`src/rtl/plot_scheduler_if.sv`:
```
`default_nettype none
// ============================================================================
// Module   : plot_scheduler_if
// Purpose  : Pixel request/ack bundle for the three requesters, the clear
//            request, and the VGA write port, move tick and busy flag.
// Revision : 1.0 - initial release
// ============================================================================
interface plot_scheduler_if;
  logic       clear_req;

  logic       ball_req;
  logic [7:0] ball_x;
  logic [6:0] ball_y;
  logic [2:0] ball_colour;
  logic       ball_ack;

  logic       p1_req;
  logic [7:0] p1_x;
  logic [6:0] p1_y;
  logic [2:0] p1_colour;
  logic       p1_ack;

  logic       p2_req;
  logic [7:0] p2_x;
  logic [6:0] p2_y;
  logic [2:0] p2_colour;
  logic       p2_ack;

  logic [7:0] vga_x;
  logic [6:0] vga_y;
  logic [2:0] vga_colour;
  logic       vga_plot;
  logic       move_tick;
  logic       busy;

  // Game/movement side: raises requests, watches acks and pacing
  modport master (
    output clear_req,
    output ball_req, ball_x, ball_y, ball_colour,
    output p1_req, p1_x, p1_y, p1_colour,
    output p2_req, p2_x, p2_y, p2_colour,
    input  ball_ack, p1_ack, p2_ack,
    input  vga_x, vga_y, vga_colour, vga_plot, move_tick, busy
  );

  // Scheduler side
  modport slave (
    input  clear_req,
    input  ball_req, ball_x, ball_y, ball_colour,
    input  p1_req, p1_x, p1_y, p1_colour,
    input  p2_req, p2_x, p2_y, p2_colour,
    output ball_ack, p1_ack, p2_ack,
    output vga_x, vga_y, vga_colour, vga_plot, move_tick, busy
  );
endinterface
`default_nettype wire

```
`src/rtl/plot_scheduler.sv`:
```
`default_nettype none
// ============================================================================
// Module   : plot_scheduler
// Purpose  : Shares the VGA adapter pixel write port between ball, paddle 1
//            and paddle 2; sweeps a full-screen clear after reset or on
//            request; generates the movement pacing tick.
// Options  : PLOT_FIXED_PRIORITY_EN - fixed priority ball > p1 > p2 instead
//            of round-robin arbitration.
// Revision : 1.0 - initial release
// ============================================================================
module plot_scheduler #(
  parameter int unsigned SCREEN_W     = 160,
  parameter int unsigned SCREEN_H     = 120,
  parameter int unsigned FRAME_DIV    = 833333,
  parameter logic [2:0]  CLEAR_COLOUR = 3'b000
) (
  input  logic            clk,
  input  logic            resetn,
  plot_scheduler_if.slave bus
);

  localparam int unsigned c_CNT_W = $clog2(FRAME_DIV);
  localparam logic [c_CNT_W-1:0] c_FRAME_LAST = c_CNT_W'(FRAME_DIV - 1);
  localparam logic [7:0] c_X_LAST = 8'(SCREEN_W - 1);
  // Row index one past the last row marks "sweep finished"
  localparam logic [6:0] c_Y_DONE = 7'(SCREEN_H);
  localparam logic [8:0] c_W_LIM  = 9'(SCREEN_W);
  localparam logic [7:0] c_H_LIM  = 8'(SCREEN_H);

  typedef enum logic [0:0] {
    ST_CLEAR = 1'b0,
    ST_SERVE = 1'b1
  } state_t;

  state_t             r_state;
  logic [7:0]         r_cx;
  logic [6:0]         r_cy;
  logic [7:0]         r_vga_x;
  logic [6:0]         r_vga_y;
  logic [2:0]         r_vga_colour;
  logic               r_plot;
  logic [2:0]         r_ack;       // bit0 ball, bit1 p1, bit2 p2
  logic               r_busy;
  logic [c_CNT_W-1:0] r_frame_cnt;
  logic               r_tick;
`ifdef PLOT_FIXED_PRIORITY_EN
`else
  logic [2:0]         r_rr;        // one-hot: requester the search starts at
`endif

  logic [2:0] w_elig;
  logic [2:0] w_gnt_oh;
  logic       w_gnt_valid;
  logic [7:0] w_sel_x;
  logic [6:0] w_sel_y;
  logic [2:0] w_sel_colour;
  logic       w_in_range;

  // A requester being acked this cycle still shows its old data, so skip it
  assign w_elig = {bus.p2_req   & ~r_ack[2],
                   bus.p1_req   & ~r_ack[1],
                   bus.ball_req & ~r_ack[0]};
  assign w_gnt_valid = |w_elig;

  // Pick one eligible requester
  always_comb begin
    w_gnt_oh = 3'b000;
`ifdef PLOT_FIXED_PRIORITY_EN
    if (w_elig[0])      w_gnt_oh = 3'b001;
    else if (w_elig[1]) w_gnt_oh = 3'b010;
    else if (w_elig[2]) w_gnt_oh = 3'b100;
`else
    case (r_rr)
      3'b010: begin
        if (w_elig[1])      w_gnt_oh = 3'b010;
        else if (w_elig[2]) w_gnt_oh = 3'b100;
        else if (w_elig[0]) w_gnt_oh = 3'b001;
      end
      3'b100: begin
        if (w_elig[2])      w_gnt_oh = 3'b100;
        else if (w_elig[0]) w_gnt_oh = 3'b001;
        else if (w_elig[1]) w_gnt_oh = 3'b010;
      end
      default: begin
        if (w_elig[0])      w_gnt_oh = 3'b001;
        else if (w_elig[1]) w_gnt_oh = 3'b010;
        else if (w_elig[2]) w_gnt_oh = 3'b100;
      end
    endcase
`endif
  end

  // Route the winner's pixel toward the output registers
  always_comb begin
    w_sel_x      = bus.ball_x;
    w_sel_y      = bus.ball_y;
    w_sel_colour = bus.ball_colour;
    if (w_gnt_oh[1]) begin
      w_sel_x      = bus.p1_x;
      w_sel_y      = bus.p1_y;
      w_sel_colour = bus.p1_colour;
    end else if (w_gnt_oh[2]) begin
      w_sel_x      = bus.p2_x;
      w_sel_y      = bus.p2_y;
      w_sel_colour = bus.p2_colour;
    end
  end

  assign w_in_range = ({1'b0, w_sel_x} < c_W_LIM) && ({1'b0, w_sel_y} < c_H_LIM);

  // Clear sweep / serve state machine with registered VGA port and acks
  always_ff @(posedge clk or negedge resetn) begin
    if (!resetn) begin
      r_state      <= ST_CLEAR;
      r_cx         <= 8'd0;
      r_cy         <= 7'd0;
      r_vga_x      <= 8'd0;
      r_vga_y      <= 7'd0;
      r_vga_colour <= 3'd0;
      r_plot       <= 1'b0;
      r_ack        <= 3'b000;
      r_busy       <= 1'b1;
`ifdef PLOT_FIXED_PRIORITY_EN
`else
      r_rr         <= 3'b001;
`endif
    end else begin
      r_ack <= 3'b000;
      case (r_state)
        ST_CLEAR: begin
          if (r_cy == c_Y_DONE) begin
            r_state <= ST_SERVE;
            r_busy  <= 1'b0;
            r_plot  <= 1'b0;
            r_cy    <= 7'd0;
          end else begin
            r_vga_x      <= r_cx;
            r_vga_y      <= r_cy;
            r_vga_colour <= CLEAR_COLOUR;
            r_plot       <= 1'b1;
            if (r_cx == c_X_LAST) begin
              r_cx <= 8'd0;
              r_cy <= r_cy + 7'd1;
            end else begin
              r_cx <= r_cx + 8'd1;
            end
          end
        end
        default: begin
          if (bus.clear_req) begin
            r_state <= ST_CLEAR;
            r_busy  <= 1'b1;
            r_plot  <= 1'b0;
            r_cx    <= 8'd0;
            r_cy    <= 7'd0;
          end else if (w_gnt_valid) begin
            r_vga_x      <= w_sel_x;
            r_vga_y      <= w_sel_y;
            r_vga_colour <= w_sel_colour;
            r_plot       <= w_in_range;
            r_ack        <= w_gnt_oh;
`ifdef PLOT_FIXED_PRIORITY_EN
`else
            r_rr         <= {w_gnt_oh[1:0], w_gnt_oh[2]};
`endif
          end else begin
            r_plot <= 1'b0;
          end
        end
      endcase
    end
  end

  // Frame pacing counter, held at zero whenever a clear is running or starting
  always_ff @(posedge clk or negedge resetn) begin
    if (!resetn) begin
      r_frame_cnt <= '0;
      r_tick      <= 1'b0;
    end else if (r_state == ST_CLEAR || bus.clear_req) begin
      r_frame_cnt <= '0;
      r_tick      <= 1'b0;
    end else if (r_frame_cnt == c_FRAME_LAST) begin
      r_frame_cnt <= '0;
      r_tick      <= 1'b1;
    end else begin
      r_frame_cnt <= r_frame_cnt + 1'b1;
      r_tick      <= 1'b0;
    end
  end

  assign bus.vga_x      = r_vga_x;
  assign bus.vga_y      = r_vga_y;
  assign bus.vga_colour = r_vga_colour;
  assign bus.vga_plot   = r_plot;
  assign bus.ball_ack   = r_ack[0];
  assign bus.p1_ack     = r_ack[1];
  assign bus.p2_ack     = r_ack[2];
  assign bus.move_tick  = r_tick;
  assign bus.busy       = r_busy;

endmodule
`default_nettype wire
```
`src/flat_wrapper.sv`:
```
// flat-port wrapper written by rule: the top's interface ports become plain ports
module plot_scheduler_flat 
#(
  parameter int unsigned SCREEN_W     = 160,
  parameter int unsigned SCREEN_H     = 120,
  parameter int unsigned FRAME_DIV    = 833333,
  parameter logic [2:0]  CLEAR_COLOUR = 3'b000
)
  (clk, resetn, bus_clear_req, bus_ball_req, bus_ball_x, bus_ball_y, bus_ball_colour, bus_p1_req, bus_p1_x, bus_p1_y, bus_p1_colour, bus_p2_req, bus_p2_x, bus_p2_y, bus_p2_colour, bus_ball_ack, bus_p1_ack, bus_p2_ack, bus_vga_x, bus_vga_y, bus_vga_colour, bus_vga_plot, bus_move_tick, bus_busy);
  plot_scheduler_if bus_i ();
  input  logic clk;
  input  logic resetn;
  input wire logic [$bits(bus_i.clear_req)-1:0] bus_clear_req;
  input wire logic [$bits(bus_i.ball_req)-1:0] bus_ball_req;
  input wire logic [$bits(bus_i.ball_x)-1:0] bus_ball_x;
  input wire logic [$bits(bus_i.ball_y)-1:0] bus_ball_y;
  input wire logic [$bits(bus_i.ball_colour)-1:0] bus_ball_colour;
  input wire logic [$bits(bus_i.p1_req)-1:0] bus_p1_req;
  input wire logic [$bits(bus_i.p1_x)-1:0] bus_p1_x;
  input wire logic [$bits(bus_i.p1_y)-1:0] bus_p1_y;
  input wire logic [$bits(bus_i.p1_colour)-1:0] bus_p1_colour;
  input wire logic [$bits(bus_i.p2_req)-1:0] bus_p2_req;
  input wire logic [$bits(bus_i.p2_x)-1:0] bus_p2_x;
  input wire logic [$bits(bus_i.p2_y)-1:0] bus_p2_y;
  input wire logic [$bits(bus_i.p2_colour)-1:0] bus_p2_colour;
  output wire logic [$bits(bus_i.ball_ack)-1:0] bus_ball_ack;
  output wire logic [$bits(bus_i.p1_ack)-1:0] bus_p1_ack;
  output wire logic [$bits(bus_i.p2_ack)-1:0] bus_p2_ack;
  output wire logic [$bits(bus_i.vga_x)-1:0] bus_vga_x;
  output wire logic [$bits(bus_i.vga_y)-1:0] bus_vga_y;
  output wire logic [$bits(bus_i.vga_colour)-1:0] bus_vga_colour;
  output wire logic [$bits(bus_i.vga_plot)-1:0] bus_vga_plot;
  output wire logic [$bits(bus_i.move_tick)-1:0] bus_move_tick;
  output wire logic [$bits(bus_i.busy)-1:0] bus_busy;
  assign bus_i.clear_req = bus_clear_req;
  assign bus_i.ball_req = bus_ball_req;
  assign bus_i.ball_x = bus_ball_x;
  assign bus_i.ball_y = bus_ball_y;
  assign bus_i.ball_colour = bus_ball_colour;
  assign bus_i.p1_req = bus_p1_req;
  assign bus_i.p1_x = bus_p1_x;
  assign bus_i.p1_y = bus_p1_y;
  assign bus_i.p1_colour = bus_p1_colour;
  assign bus_i.p2_req = bus_p2_req;
  assign bus_i.p2_x = bus_p2_x;
  assign bus_i.p2_y = bus_p2_y;
  assign bus_i.p2_colour = bus_p2_colour;
  assign bus_ball_ack = bus_i.ball_ack;
  assign bus_p1_ack = bus_i.p1_ack;
  assign bus_p2_ack = bus_i.p2_ack;
  assign bus_vga_x = bus_i.vga_x;
  assign bus_vga_y = bus_i.vga_y;
  assign bus_vga_colour = bus_i.vga_colour;
  assign bus_vga_plot = bus_i.vga_plot;
  assign bus_move_tick = bus_i.move_tick;
  assign bus_busy = bus_i.busy;
  plot_scheduler #(.SCREEN_W(SCREEN_W), .SCREEN_H(SCREEN_H), .FRAME_DIV(FRAME_DIV), .CLEAR_COLOUR(CLEAR_COLOUR)) u_core (.clk(clk), .resetn(resetn), .bus(bus_i));
endmodule
```
`config.mk`:
```
export PLATFORM = sky130hd
export DESIGN_NAME = plot_scheduler_flat
export DESIGN_NICKNAME = d
export VERILOG_FILES = /design/src/rtl/plot_scheduler_if.sv /design/src/rtl/plot_scheduler.sv /design/src/flat_wrapper.sv
export SDC_FILE = /design/constraint.sdc
export NUM_CORES = 1
export LEC_CHECK = 0
export CAP_MARGIN = 20
export CORE_MARGIN = 1.5
export CORE_UTILIZATION = 50
export DETAILED_ROUTE_END_ITERATION = 8
export PLACE_DENSITY = 0.88
export SKIP_CTS_REPAIR_TIMING = 1
export SLEW_MARGIN = 40
export SYNTH_ARGS = -nofsm -noshare
export SYNTH_HDL_FRONTEND = slang
export SYNTH_SLANG_ARGS = --single-unit
export TNS_END_PERCENT = 30
```
`constraint.sdc`:
```
create_clock -name clk -period 3.1 [get_ports clk]
set_clock_uncertainty 0.1 [all_clocks]
set_input_delay 0.31 -clock clk [delete_from_list [all_inputs] [get_ports clk]]
set_output_delay 0.31 -clock clk [all_outputs]
set_load 0.005 [all_outputs]
```
* Word level (Yosys, flattened, before mapping)
Index checks and enable logic that the tools add are counted.
** Storage, ports and cells
- Memory bits (read-only) :: 0
- Bits in writable memories :: 0
- Output and inout bits :: 24
- Logic and storage cells :: 97
- Memories kept :: 0
- Latch bits :: 0
- Input bits :: 60
- Flip-flop bits (word level) :: 63
** Cells by class
- Mux-type cells :: 53
- Add/sub/neg operators :: 3
- Reduce and logical (&&, ||, !) cells :: 10
- $lt $le $gt $ge :: 2
- Shifts and indexed selects :: 0
- Bitwise gates (word level) :: 8
- Equality and inequality tests :: 9
- Divide/modulo/power cells :: 0
- Multipliers :: 0
** Operators by type and width (number)
- 8-bit 2-to-1 mux :: 10
- 7-bit 2-to-1 mux :: 10
- 3-bit 2-to-1 mux :: 16
- 20-bit 2-to-1 mux :: 2
- 20-bit by 1-bit adder with 20-bit output (second input constant) :: 1
- 20-bit equality test (second input constant) :: 1
- 1-bit 2-to-1 mux :: 13
- 8-bit by 1-bit adder with 8-bit output (second input constant) :: 1
- 8-bit equality test (second input constant) :: 1
- 8-bit < comparator (second input constant) :: 1
- 7-bit by 1-bit adder with 7-bit output (second input constant) :: 1
- 7-bit equality test (second input constant) :: 1
- 7-bit < comparator (second input constant) :: 1
- 2-bit != test (second input constant) :: 3
- 3-bit case mux with 2 select lines :: 1
- 2-bit AND reduction :: 3
- 3-bit AND reduction :: 2
- 1-bit NOT :: 5
- 1-bit AND :: 3
- 3-bit by 2-bit equality test with 1-bit output (second input constant) :: 1
- 3-bit equality test (second input constant) :: 1
- 3-bit nonzero test :: 1
- 3-bit OR reduction :: 1
- 2-bit 2-to-1 mux :: 1
- 4 further kinds :: 4

* Depth between registers and ports, before layout
Gate-level depths: netlist of run 1.
- Depth after elaboration :: 13
- Depth in mapped cells :: 8
- Gate-level depth less buffers :: 7

* Worst setup path before layout of run 1
No wires, ideal clock.
- Path type :: reg2reg
- Start point :: reg u_core.r_frame_cnt[16]
- End point :: reg u_core.r_frame_cnt[11]
- Arrival :: 2.181 ns
- Data required time :: 2.881 ns
- Slack :: 0.701 ns
- Period minus slack after synthesis :: 2.399 ns
- Library setup time :: 0.119 ns
- Buffers on the path :: 1
- Cell stages (with the launch flop) :: 7
- Path through :: dfrtp_1 or4b_1 or4_1 or4_4 nand2_4 buf_8 nor2_1
** Between the ends
- Cells in the longest elaborated chain, start to end :: 3
** Ends and longest elaborated chain
- from (decl) :: RTL line plot_scheduler.sv:44 : logic [c_CNT_W-1:0] r_frame_cnt;
- from (signal assigned) :: RTL line plot_scheduler.sv:186 : r_frame_cnt <= r_frame_cnt + 1'b1;
- 20-bit equality test :: RTL line plot_scheduler.sv:182 : end else if (r_frame_cnt == c_FRAME_LAST) begin
- 20-bit 2-to-1 mux :: RTL line plot_scheduler.sv:182
- 20-bit 2-to-1 mux :: RTL line plot_scheduler.sv:179 : end else if (r_state == ST_CLEAR || bus.clear_req) begin
Every way passes these cells.
A chain may end at the register's enable or synchronous reset.

* Worst setup path after layout of run 1
- Start point :: reg u_core.r_frame_cnt[16]
- End point :: reg u_core.r_frame_cnt[2]
Same word-level chain as after synthesis.

==> metrics, run 1 <==
count of max-cap constraint violations 0; Peak Freq 400.1 MHz; portion of total power attributed to sequential cells 45.7%; Yosys warnings 0; Net Sw Frac 30.06%; max-slew violation count 0; starting density of the core 51.92%; Synth async-reset ratio 100.0%; overall routing resource usage 25.81%; Clk pwr share 31.3%; largest net degree at the start of global routing between 60 and 70; worst skew pair latency 350 ps; cell type with the highest aggregate area in the netlist dfrtp_1; combined area of the multi-input logic cells between 0.0015 and 0.002 mm^2; clock-pin transition on the worst setup and hold timing paths 80 ps; number of antenna violations at the first check in global routing 0; number of iterations in the first detailed-routing pass 5; Synth top cells by count dfrtp_1, o21ai_0, nor2_1; capturing element type of the critical path flip-flop; boundary pin count between 80 and 90; start-to-end type of the worst setup path flip-flop to flip-flop; portion of the post-synthesis area used by sequential elements 44.51%; count of buffers inserted at the top-level ports 83; overall overflow remaining after global route 0; cell depth of the worst min-delay path 2; post-route non-filler standard cell count 576; Fillers about 530; full die area 0.007608 mm^2; standby leakage power roughly 1.9 nW; dpl hpwl 6.728 mm; CTS H-tree depth 3; result of the run completed; net count of the mapped netlist 452; sink count of the clock tree 63; root buffer cell clkbuf_8; share of Yosys cell area claimed by the top area cell type 43.03%; clock period minus final worst setup slack 2499 ps; Vias 3368; number of buffers created by CTS 9; die extent in x 87.23 um; data required time at the worst endpoint 3230 ps; power dissipated by switching net loads 718.0 uW; clock tree from TritonCTS done; measured slew at the worst slew-check pin slightly above 700 ps; average via count per standard cell 5.847; combined area of all synthesized cells approximately 0.0035 mm^2; Worst Path Arrival 2630 ps; Vert. Die Dim 87.23 um; drt initial violations 315; most frequently used flop master after synthesis dfrtp_1; mean area per synthesized cell 9.166 um^2; unrepaired setup endpoints after global routing false; total count of hold-check failures in the final report 0; post-synth cell types 55; combinational cell fraction of total power a little under a quarter; FF+latch count, synth 63; maximum count of clock buffers along a single path 2; number of cells produced by synthesis about 390; core footprint 0.006832 mm^2; Antenna Cells 0; Routed Antenna Nets 0; maximum resistive drop on vdd ~0.00031 V; share of layout cells above drive strength 1 8.333%; synth-to-layout area growth 33.30%; Row Count 30; Int Power 1.671 mW; dominant cells by area after synthesis dfrtp_1, o21ai_0, mux2i_1; number of nets in the final layout 540; detail-routed net length per standard cell between 15 and 20 um; worst hold path class flip-flop to flip-flop; Max-slew headroom a little over half; weighted congestion reported at the end of routability-driven placement 0.8873; CP startpoint kind flip-flop; library cell with the highest instance count after synthesis dfrtp_1; Period Utilization, post-route 80.63%; TNS Setup 0 ps; number of global-route vias before repair between 3000 and 4000; number of enable flip-flop cells after synthesis 0; power density over cell area 505.2 mW/mm^2; number of failing setup endpoints in the final timing report 0; first-pass GRT wire length between 15 and 20 mm; dpl cells 559; number of cells on the worst reg-to-reg path 5; worst-path fanout max 19; overall routed net length ~9.2 mm; DRC viols 0; FF+latch area 0.001579 mm^2
[worst paths after layout]
path / start / to / slack [ps]
setup / recovery: u_core.r_frame_cnt[16]$_DFF_PN0_ / u_core.r_frame_cnt[2]$_DFF_PN0_ / 600
hold / removal: u_core.bus.vga_colour[2]$_DFFE_PN0P_ / u_core.bus.vga_colour[2]$_DFFE_PN0P_ / 410
setup reg to reg: u_core.r_frame_cnt[16]$_DFF_PN0_ / u_core.r_frame_cnt[2]$_DFF_PN0_ / 600
hold reg to reg: u_core.bus.vga_colour[2]$_DFFE_PN0P_ / u_core.bus.vga_colour[2]$_DFFE_PN0P_ / 410
max in group asynchronous: resetn / u_core.r_rr[0]$_DFFE_PN1P_ / 2030
min in group asynchronous: resetn / u_core.r_frame_cnt[10]$_DFF_PN0_ / 470
[cells by family (layout without fill, tap and decap cells)]
| group | count (synthesis) | count (layout) | synth area share, % |
|---|---|---|---|
| fa+ha+maj | 5 | 5 | 1.764 |
| buf+inv | 29 | 122 | 3.421 |
| mux | 16 | 16 | 4.550 |
| flops | 63 | 63 | 44.51 |
| compound gates | 117 | 117 | 20.49 |
| simple gates | 136 | 136 | 20.07 |
| xor+xnor | 21 | 21 | 5.185 |
[worst max-delay path: stages, from the launching register on]
cell	delay, ps
dfrtp_1	420
or4b_1	520
or4_1	470
or4_4	560
nand2_4	210
nor2_1	90
[layout make-up]
| type | count | share of cell area, % |
|---|---|---|
| clock inverter | 6 | 1.455 |
| timing repair buffer | 97 | 19.82 |
| tap | 96 | 2.540 |
| inverter | 9 | 0.7145 |
| clock buffer | 10 | 2.911 |
| sequential | 63 | 33.40 |
| multi-input combinational | 295 | 39.16 |
[state kept, by name (all words and copies together), names as in the netlist]
signal	flops
u_core.r_rr	3
u_core.r_frame_cnt	20
u_core.bus.vga_plot	1
u_core.bus.move_tick	1
u_core.r_state	1
u_core.r_cx	8
u_core.r_cy	7
u_core.bus.busy	1
u_core.r_ack	3
u_core.bus.vga_y	7
u_core.bus.vga_colour	3
u_core.bus.vga_x	8
[layout by cell type, fill, tap and decap left out, types with 5 or more instances in the layout]
cell / n
mux2i_1: 15
nor2_1: 40
a21oi_1: 7
inv_1: 9
nand4_1: 11
and3_1: 5
buf_4: 12
o21a_1: 9
ha_1: 5
o22ai_1: 13
dfrtp_1: 61
clkdlybuf4s50_1: 82
nor2b_1: 5
nand2_1: 24
nor3b_1: 10
nand2b_1: 5
xnor2_1: 12
clkbuf_8: 10
nand3_1: 13
a211oi_1: 5
nor3_1: 6
xor2_1: 9
o21ai_0: 52
[metrics by stage]
step | instance area (um^2) | utilization (%) | setup slack, ps | total power [mW] | hold WS, ps
3_5_place_dp | 4508 | 65.99 | 601.1 | 1.643 | 396.9
2_1_floorplan | 3547 | - | 700.7 | 1.327 | -85.59
3_3_place_gp | 4508 | 65.99 | 653.3 | 1.615 | 391.9
6_report | 4728 | 69.21 | 600.6 | 2.389 | 411.7
4_1_cts | 4715 | 69.01 | 584.9 | 2.390 | 51.61
5_1_grt | 4728 | 69.21 | 490.5 | 2.525 | 419.4
[metal layers]
layer,routed length (um),track usage [%]
met5,0,0
met4,197,10.97
met3,694,5.687
met2,4527,42.57
met1,3808,32.75
[power by group through the flow]
stage          combinational (mW)  sequential, mW  clock [mW]
3_5_place_dp                0.547            1.10           0
5_1_grt                     0.610            1.12       0.800
3_3_place_gp                0.522            1.09           0
6_report                    0.549            1.09       0.748
2_1_floorplan               0.262            1.07           0
4_1_cts                     0.551            1.09       0.754
Note: power is estimated with default switching activity, not from simulation.
==> run 2: changes to the inputs <==
clock period = 2.51 ns   (was 3.1 ns; I/O delays follow)
==> metrics, run 2 (synthesis results as in run 1) <==
result of the run completed; boundary pin count between 80 and 90; total count of hold-check failures in the final report 0; data required time at the worst endpoint 2650 ps; count of buffers inserted at the top-level ports 83; synth-to-layout area growth 33.54%; standby leakage power ~1.9 nW; core footprint 0.006832 mm^2; average via count per standard cell about 5.7; Row Count 30; detail-routed net length per standard cell 16.23 um; count of max-cap constraint violations 0; Critical Path, Cell by Cell or4b_1, or4_1, or4_4, and3_2; capturing element type of the critical path flip-flop; number of failing setup endpoints in the final timing report 0; worst hold path class input pin to asynchronous set/reset pin; maximum count of clock buffers along a single path 2; dpl hpwl 7.003 mm; slowest cell delay on critical path 580 ps; Biggest register u_core.r_frame_cnt; first-pass GRT wire length 15.39 mm; number of global-route vias before repair 3317; number of iterations in the first detailed-routing pass 4; worst skew pair latency 350 ps; full die area ~0.0076 mm^2; post-layout worst setup margin 101.2 ps; weighted congestion reported at the end of routability-driven placement approximately 0.84; Antenna Cells 0; Worst path slowest cell or4_4; commonest cells after routing, fill and taps aside clkdlybuf4s50_1, dfrtp_1, o21ai_0; Vert. Die Dim 87.23 um; Critical path buffers and inverters 0; largest net degree at the start of global routing 40; Worst Path Arrival 2550 ps; measured slew at the worst slew-check pin 762.2 ps; leading cell type in the layout, fill and taps excluded clkdlybuf4s50_1; TNS Setup 0 ps; start-to-end type of the worst setup path flip-flop to flip-flop; maximum resistive drop on vdd roughly 0.0004 V; die extent in x 87.23 um; overall routing resource usage 26.18%; number of buffers created by CTS 9; sink count of the clock tree 63; CTS H-tree depth 3; drt initial violations 242; overall overflow remaining after global route 0; max-slew violation count 0; clock period minus final worst setup slack 2409 ps; Period Utilization, post-route 95.97%; number of flip-flops under the largest register name 20; clock-pin transition on the worst setup and hold timing paths 70 ps; Max-slew headroom 48.96%; overall routed net length 9.381 mm; worst-path fanout max 4; Peak Freq 415.1 MHz; clock tree from TritonCTS done; share of layout cells above drive strength 1 approximately 8.7%; number of antenna violations at the first check in global routing 0; Routed Antenna Nets 0; Vias around 3300; final standard cell utilization of the core 69.34%; root buffer cell clkbuf_8; CP startpoint kind flip-flop; gate family responsible for the most delay along the worst path simple AND/OR/NAND/NOR gates; number of nets in the final layout 542; power density over cell area approximately 590 mW/mm^2; starting density of the core between 50 and 60%; DRC viols 0; dpl ws ~52 ps; unrepaired setup endpoints after global routing false
==> run 2: cell types whose count changed in the layout (fill, tap and decap cells not counted), sizes merged <==
cell      delta
buf          +2
bufinv       -1
clkinvlp     +2
inv          -1
==> run 2: final timing paths <==
check	startpoint	to	slack (ps)	depth (start not counted)
max	u_core.r_frame_cnt[11]$_DFF_PN0_	u_core.r_frame_cnt[1]$_DFF_PN0_	100	4
max reg2reg	u_core.r_frame_cnt[11]$_DFF_PN0_	u_core.r_frame_cnt[1]$_DFF_PN0_	100	4
max in group asynchronous	resetn	u_core.bus.busy$_DFFE_PN1P_	1280	3
min in group clk	u_core.bus.vga_colour[1]$_DFFE_PN0P_	u_core.bus.vga_colour[1]$_DFFE_PN0P_	410	2
min	resetn	u_core.r_cy[5]$_DFFE_PN0P_	360	2
min reg2reg	u_core.bus.vga_colour[1]$_DFFE_PN0P_	u_core.bus.vga_colour[1]$_DFFE_PN0P_	410	2
==> run 2: worst register-to-register path, stage by stage (launching register included) <==
cell     delay (ps)
dfrtp_1         410
or4b_1          500
or4_1           470
or4_4           580
and3_2          240
==> run 2: routing by layer <==
layer / share of wire (%) / GRT usage (%) / vias to the layer above / routed length (um)
li1: - / - / 1587 / -
met1: 42 / 32.42 / 1618 / 3978
met2: 50 / 44.61 / 103 / 4671
met3: 6.1 / 4.739 / 14 / 574
met4: 1.7 / 11.69 / 0 / 156
met5: 0 / 0 / - / 0
==> run 2: cell type report <==
type                            count  area (um^2)
Multi-Input combinational cell    295         1866
Tap cell                           96        120.1
Timing Repair Buffer               99        973.4
Clock inverter                      6        37.54
Sequential cell                    63         1579
Clock buffer                       10        127.6
Fill cell                         533         2095
Inverter                            9        33.78
==> run 2: through the flow <==
stage               hold slack [ps]  power (mW)  area, um^2  std cells
finish                        358.9       2.788        4737        578
global route                  434.2       2.929        4737        578
CTS                          -180.8       2.788        4718        577
detailed placement            191.9       2.028        4553        561
global placement              190.0       1.995        4548        561
floorplan                    -144.6       1.640        3547        387
==> run 2: where the power goes <==
part           switching, mW  internal, mW
combinational          0.275         0.405
clock                  0.408         0.352
sequential             0.178          1.17
==> run 3: changes to the inputs <==
clock period = 2.7 ns   (was 2.51 ns; I/O delays follow)
==> metrics, run 3 (synthesis results as in run 1) <==
result of the run completed; power dissipated by switching net loads 785.6 uW; clock period minus final worst setup slack 2493 ps; Clk pwr share 28.4%; Int Power 1.862 mW; detail-routed net length per standard cell about 17 um; clock tree from TritonCTS done; overall routing resource usage 26.50%; measured slew at the worst slew-check pin 693.7 ps; Worst Path Arrival 2610 ps; post-route non-filler standard cell count 576; clock-pin transition on the worst setup and hold timing paths approximately 70 ps; count of buffers inserted at the top-level ports 83; slowest cell delay on critical path ~560 ps; full die area ~0.0076 mm^2; Biggest register u_core.r_frame_cnt; drt initial violations 376; weighted congestion reported at the end of routability-driven placement 0.8307; dpl hpwl 7.183 mm; capturing element type of the critical path flip-flop; Net Sw Frac around 30%; worst hold path class input pin to asynchronous set/reset pin; sink count of the clock tree 63; number of iterations in the first detailed-routing pass 6; count of max-cap constraint violations 0; power density over cell area ~560 mW/mm^2; total count of hold-check failures in the final report 0; final worst hold slack 335.9 ps; Vias around 3400; max-slew violation count 0; worst-path fanout max 19; Antenna Cells 0; average via count per standard cell 5.958; TNS Setup 0 ps; synth-to-layout area growth 32.87%; overall routed net length 9.573 mm; first-pass GRT wire length 15.75 mm; root buffer cell clkbuf_8; number of antenna violations at the first check in global routing 0; Peak Freq 401.1 MHz; worst skew pair latency 330 ps; leading cell type in the layout, fill and taps excluded clkdlybuf4s50_1; number of buffers created by CTS 9; portion of total power attributed to sequential cells between 40 and 50%; core footprint a little under 0.007 mm^2; maximum count of clock buffers along a single path 2; largest net degree at the start of global routing 31; Max-slew headroom 53.50%; Vert. Die Dim 87.23 um; start-to-end type of the worst setup path flip-flop to flip-flop; number of nets in the final layout 541; number of failing setup endpoints in the final timing report 0; number of global-route vias before repair 3359; maximum resistive drop on vdd 0.0003710 V; starting density of the core 51.92%; Worst path slowest cell or4_4; CTS H-tree depth 3; overall overflow remaining after global route 0; number of flip-flops under the largest register name 20; commonest cells after routing, fill and taps aside clkdlybuf4s50_1, dfrtp_1, o21ai_0; Fillers approximately 530; Routed Antenna Nets 0; unrepaired setup endpoints after global routing false; Critical Path, Cell by Cell or4b_1, or4_1, or4_4, nand2_4, nor2_1; Row Count 30; FF+latch area 0.001579 mm^2; dpl cells 560; Period Utilization, post-route 92.34%; CP startpoint kind flip-flop; die extent in x 87.23 um; standby leakage power 1.903 nW; combinational cell fraction of total power approximately 24%; DRC viols 0; combined area of the multi-input logic cells 0.001857 mm^2; boundary pin count 84; data required time at the worst endpoint 2810 ps; share of layout cells above drive strength 1 8.542%
==> run 3: power groups by stage <==
stage	Sequential (mW)	Combinational [mW]	Clock, mW
floorplan	1.22	0.301	0
finish	1.26	0.639	0.752
CTS	1.25	0.637	0.763
global route	1.28	0.704	0.804
global placement	1.26	0.596	0
detailed placement	1.26	0.632	0
==> run 3: metal layers <==
metal,vias to the layer above,part of all wire (%),global-route usage [%]
met4,0,1.9,9.091
met1,1664,42,34.37
met3,25,6.9,4.929
met2,155,49,44.61
li1,1588,-,-
met5,-,0,0
==> run 3: worst max-delay path, delay by kind of cell, from the launching register on <==
family | cells | cell delay, ps
simple gates | 5 | 1860
flops | 1 | 420
==> run 3: path summary, 6_finish.rpt <==
path / start / end / slack, ps / cells after the start
worst max-delay path: u_core.r_frame_cnt[16]$_DFF_PN0_ / u_core.r_frame_cnt[17]$_DFF_PN0_ / 210 / 5
worst min-delay path: resetn / u_core.r_cy[3]$_DFFE_PN0P_ / 340 / 2
worst max register to register: u_core.r_frame_cnt[16]$_DFF_PN0_ / u_core.r_frame_cnt[17]$_DFF_PN0_ / 210 / 5
worst min register to register: u_core.bus.busy$_DFFE_PN1P_ / u_core.bus.busy$_DFFE_PN1P_ / 420 / 2
max in group asynchronous: resetn / u_core.r_rr[0]$_DFFE_PN1P_ / 1390 / 3
min in group clk: u_core.bus.busy$_DFFE_PN1P_ / u_core.bus.busy$_DFFE_PN1P_ / 420 / 2
==> run 3: cell type report <==
type                    instances  share of cell area, %
multi-input cells             295                  39.39
clock buffers                  12                  3.504
clock inverters                 3                 0.3716
well taps                      96                  2.548
flip-flops and latches         63                  33.50
inverters                       9                 0.7168
repair buffers                 98                  19.96
==> run 3: stage by stage <==
stage	utilization, %	setup slack, ps	instance area [um^2]	total power [mW]
2_1_floorplan	-	300.7	3547	1.524
3_3_place_gp	66.10	230.3	4516	1.852
3_5_place_dp	66.17	164.5	4521	1.892
4_1_cts	68.85	194.4	4703	2.649
5_1_grt	68.99	73.16	4713	2.787
6_report	68.99	206.9	4713	2.648
